$ cat config.mk
export PLATFORM = sky130hd
export DESIGN_NAME = inst_fetch_queue
export DESIGN_NICKNAME = d
export VERILOG_FILES = /design/src/rtl/inst_fetch_queue.sv
export SDC_FILE = /design/constraint.sdc
export NUM_CORES = 1
export LEC_CHECK = 0
export BUFFER_PORTS_ARGS = -buffer_cell sky130_fd_sc_hd__clkbuf_2
export CAP_MARGIN = 20
export CORE_MARGIN = 2
export CORE_UTILIZATION = 62
export CTS_BUF_LIST = sky130_fd_sc_hd__clkbuf_8
export DETAILED_ROUTE_END_ITERATION = 10
export PLACE_DENSITY = 0.95
export SYNTH_ARGS = -nofsm -noshare
export SYNTH_HDL_FRONTEND = slang
export SYNTH_SLANG_ARGS = --single-unit
$ cat constraint.sdc
create_clock -name clk -period 6.7 [get_ports clk]
set_input_delay 0.67 -clock clk [delete_from_list [all_inputs] [get_ports clk]]
set_output_delay 0.67 -clock clk [all_outputs]
set_load 0.1 [all_outputs]
$ cat src/rtl/inst_fetch_queue.sv
// Instruction-fetch front end: issues sram-like fetches for the current PC, tracks
// outstanding requests and buffers returned words with their PCs for decode.
module inst_fetch_queue #(
    parameter int          DEPTH    = 2,
    parameter logic [31:0] RESET_PC = 32'hbfc0_0000
) (
    input  logic        clk,
    input  logic        resetn,
    input  logic [31:0] pc,
    output logic        pc_adv,
    input  logic        flush,
    output logic        inst_req,
    output logic [31:0] inst_addr,
    input  logic        inst_addr_ok,
    input  logic [31:0] inst_rdata,
    input  logic        inst_data_ok,
    output logic        out_valid,
    input  logic        out_ready,
    output logic [31:0] out_inst,
    output logic [31:0] out_pc,
    output logic        out_adel
);

    localparam int PW = $clog2(DEPTH);
    localparam int CW = $clog2(DEPTH + 1);

    if (DEPTH < 2 || (DEPTH & (DEPTH - 1)) != 0) begin : g_bad_depth
        $error("DEPTH must be a power of two and at least 2");
    end
    if (RESET_PC[1:0] != 2'b00) begin : g_bad_reset_pc
        $error("RESET_PC must be word aligned");
    end

    typedef struct packed {
        logic [31:0] inst;
        logic [31:0] pc;
        logic        adel;
    } entry_t;

    entry_t        q_mem   [DEPTH];
    logic   [31:0] tag_mem [DEPTH];
    logic [PW-1:0] q_wp, q_rp, t_wp, t_rp;
    logic [CW-1:0] count, pend, drop;

    logic          space, aligned, accept, adel_push;
    logic          resp_push, resp_drop, push, pop;
    logic [CW:0]   occ;
    entry_t        wr_entry;
    entry_t        head;

    assign occ       = {1'b0, count} + {1'b0, pend};
    assign space     = occ < (CW + 1)'(DEPTH);
    assign aligned   = (pc[1:0] == 2'b00);

    // Gated by resetn so the handshake outputs are quiet while reset is held.
    assign inst_req  = resetn & space & ~flush & aligned & (drop == '0);
    assign inst_addr = pc;
    assign accept    = inst_req & inst_addr_ok;
    assign adel_push = resetn & ~aligned & space & (pend == '0) & (drop == '0) & ~flush;
    assign pc_adv    = accept | adel_push;

    assign resp_drop = inst_data_ok & (drop != '0);
    assign resp_push = inst_data_ok & (drop == '0);
    assign push      = resp_push | adel_push;
    assign out_valid = (count != '0);
    assign pop       = out_valid & out_ready;

    always_comb begin
        wr_entry = '{inst: 32'h0, pc: pc, adel: 1'b1};
        if (resp_push) begin
            wr_entry = '{inst: inst_rdata, pc: tag_mem[t_rp], adel: 1'b0};
        end
    end

    assign head     = q_mem[q_rp];
    assign out_inst = head.inst;
    assign out_pc   = head.pc;
    assign out_adel = head.adel;

    // Tag store holds PCs of requests in flight; pointers alone define its contents.
    always_ff @(posedge clk) begin
        if (accept) begin
            tag_mem[t_wp] <= pc;
        end
    end

    always_ff @(posedge clk) begin
        if (!resetn) begin
            // NOTE: queue storage is reset because out_* come straight from the head
            // entry and must read 0 after reset; the tag store needs no reset.
            for (int i = 0; i < DEPTH; i++) begin
                q_mem[i] <= '0;
            end
            q_wp  <= '0;
            q_rp  <= '0;
            t_wp  <= '0;
            t_rp  <= '0;
            count <= '0;
            pend  <= '0;
            drop  <= '0;
        end else if (flush) begin
            // Every in-flight response, minus one returning right now, must be eaten later.
            q_wp  <= '0;
            q_rp  <= '0;
            t_wp  <= '0;
            t_rp  <= '0;
            count <= '0;
            pend  <= '0;
            drop  <= drop + pend - CW'(inst_data_ok);
        end else begin
            if (accept) begin
                t_wp <= t_wp + 1'b1;
            end
            if (resp_push) begin
                t_rp <= t_rp + 1'b1;
            end
            if (push) begin
                q_mem[q_wp] <= wr_entry;
                q_wp        <= q_wp + 1'b1;
            end
            if (pop) begin
                q_rp <= q_rp + 1'b1;
            end
            if (resp_drop) begin
                drop <= drop - 1'b1;
            end
            count <= count + CW'(push) - CW'(pop);
            pend  <= pend + CW'(accept) - CW'(resp_push);
        end
    end

endmodule

==> impl_metrics.yaml <==
status:
  outcome: "finished clean"
drt:
  drtIter0Drc: 426
  wl_um: 17500
  ant_nets: 0
  drt-wirelength-per-cell_um: 17.3
  vias_per_cell: 5.48
  vias: 5544
  drc: 0
  drt-pass1-iter-count: 5
synth:
  synth_edf_count: 194
  syn_nets: 744
  synth_area_um2: 8900
  synth.top_cells.by_count: "edfxtp_1, nor2_1, mux2_2, nand2_1, a21oi_1"
  yosys.area.top_type: "edfxtp_1"
  synth_area_leaders: "edfxtp_1, mux2_2, nor2_1, mux2i_1, dfxtp_1"
  synth.avg_cell_area_um2: 13.3
  ys_ff_latch: 206
  synth_top_area_share_pct: 65.4
  yosysWarnings: 0
  synth-seq-area-share_pct: 68.1
  yosysMostFrequentCell: "edfxtp_1"
  synthCells: 667
  ys_types: 35
  synth_top_flop_cell: "edfxtp_1"
  synth-async-reset-ratio_pct: 0
clocking:
  cts_setup_buffers: 0
  cts_made_buffers: 34
  ctsHoldBuffers: 0
  root_buffer: "clkbuf_8"
  cts_tree: "yes"
  clock_latency_ns: 0.50
  cts-resized-gates: 0
  cts-htree-levels: 2
  clk_pin_slew_ns: 0.06
  cts.sinks: 206
  clk_path_buf_depth: 3
setup_path:
  cpLargestDelayFamily: "simple AND/OR/NAND/NOR gates"
  critPathCaptureType: "flip-flop"
  path_cells: "and2_1 > fa_1 > or3b_4 > o41ai_4 > nand3_2 > nand2_4"
  cp_slowest_cell: "nand2_4"
  required_ns: 6.81
  cp.buffers_inverters: 0
  critPathLaunchType: "flip-flop"
  crit_type: "reg -> reg"
  slowest_delay_ns: 1.02
  worstPathMaxFanout: 65
  critPathArrivalTime_ns: 4.16
sta:
  period_needed_ns: 4.05
  timing.slew.headroom_pct: 27.4
  slew_viol_final: 0
  worstMarginPinSlew_ns: 1.09
  fmax_mhz: 247
  hold_viol: 0
  tns_ns: 0
  rsz0062_at_grt: "no"
  setup_violations: 0
  fin_skew_ns: 0.0151
  finalCritPeriodShare_pct: 60.5
placed_design:
  dp_cells: 951
  io_buffers: 169
  globalplace.congestion: 0.841
  dp_hpwl_um: 10800
hold_path:
  holdCritPathClass: "in -> reg"
global_route:
  grt_pass1_wl_um: 27000
  overflow: 0
  grt_max_degree: 67
  antenna_found_initial: 0
  grt_pass1_vias: 5619
  globalRouteTotalUtil_pct: 23.4
floorplan:
  initial_utilization_pct: 63.9
  core_um2: 13900
  fp.dieH_um: 124
  std_cell_rows: 43
  dieWidth_um: 124
  ios: 170
  dieArea_um2: 15300
finish:
  diodes: 0
  layoutNonFillerInstCount: 1012
  syn_to_final_growth_pct: 15.6
  drive_gt1_share_pct: 35.6
  fillers: 873
  fin_nets: 885
power:
  finalPower_mw: 3.28
  powerDensity_nw_per_um2: 319
  irDropWorstVdd_uv: 215
  power.leakage_nw: 4.03
run:
  cap_viol_max_count: 0
==> worst register-to-register path: stages, from the launching register on <==
cell     delay, ns
dfxtp_1       0.33
and2_1        0.17
fa_1          0.46
or3b_4        0.44
o41ai_4       0.52
nand3_2       0.70
nand2_4       1.03
==> stage by stage <==
step                setup WS (ns)  util, %  instance area, µm²  hold WS, ns
global placement             2.79     69.1                9630        0.482
global route                 2.43     73.8               10300        0.382
detailed placement           2.68     69.1                9630        0.503
CTS                          2.65     73.7               10300        0.363
floorplan                    2.46        -                8900        0.472
finish                       2.65     73.8               10300        0.391
==> routing by layer <==
layer | vias up | track usage, % | share of wire, % | routed length (µm)
met4 | 0 | 8.03 | 1.9 | 334
met2 | 246 | 41.9 | 50 | 8790
met1 | 2669 | 28.5 | 40 | 6980
li1 | 2603 | - | - | -
met3 | 26 | 4.44 | 8.0 | 1400
met5 | - | 0 | 0 | 0
==> logic make-up after synthesis <==
logic type | synth area share [%]
simple gates | 10.5
flops | 68.1
mux | 11.8
buf+inv | 4.82
compound gates | 2.60
xor+xnor | 1.08
fa+ha+maj | 1.07
==> area by class of cell <==
type | count | area [µm²] | share of cell area [%]
clock buffer | 39 | 537 | 5.22
clock inverter | 21 | 110 | 1.07
inverter | 6 | 22.5 | 0.219
multi-input combinational | 387 | 2440 | 23.7
sequential | 206 | 6070 | 59.0
tap | 180 | 225 | 2.19
timing repair buffer | 173 | 883 | 8.59
==> path summary, 6_finish.rpt <==
path                            slack (ns)     from  depth (start not counted)        endpoint
worst max-delay path                  2.65  pend[0]                          6    q_mem[1][51]
worst min-delay path                  0.39   pc[12]                          1  tag_mem[0][12]
worst max register to register        2.65  pend[0]                          6    q_mem[1][51]
worst min register to register        0.53     t_rp                          2       flip-flop
==> sequential cells by signal (all words and copies together) (netlist names), named ones only <==
register,cells
count,2
drop,2
pend,2
q_mem,130
q_rp,1
q_wp,1
t_rp,1
t_wp,1
tag_mem,64
==> cells in the final DEF (no fill, tap or decap), types with 2 or more instances in the layout <==
master    netlist  routed
clkinv_1        0       4
nand2_4         0       2
clkbuf_2        0     169
mux2i_1        32      32
nor2_1        170     168
buf_4          32       3
mux2_2         65      65
dfxtp_1        12      10
xnor2_1         7       7
or3_1           2       2
ha_1            6       6
clkinv_2        0       4
nor2b_1         2       2
xor2_1          4       4
nand2_1        40      37
edfxtp_1      194     194
and2_1          4       4
or2_2           3       3
nand2b_1        3       3
o21ai_0         3       3
nor2_4          0       2
a21oi_1        33      33
nor3_1          2       2
inv_1           5      17
clkbuf_8        0      39
==> where the power goes <==
| group | internal (mW) | total [mW] | switching, mW |
|---|---|---|---|
| registers | 1.48 | 1.51 | 0.0332 |
| logic | 0.150 | 0.733 | 0.582 |
| clock network | 0.569 | 1.04 | 0.467 |
| total | 2.20 | 3.28 | 1.08 |
Note: power is estimated with default switching activity, not from simulation.
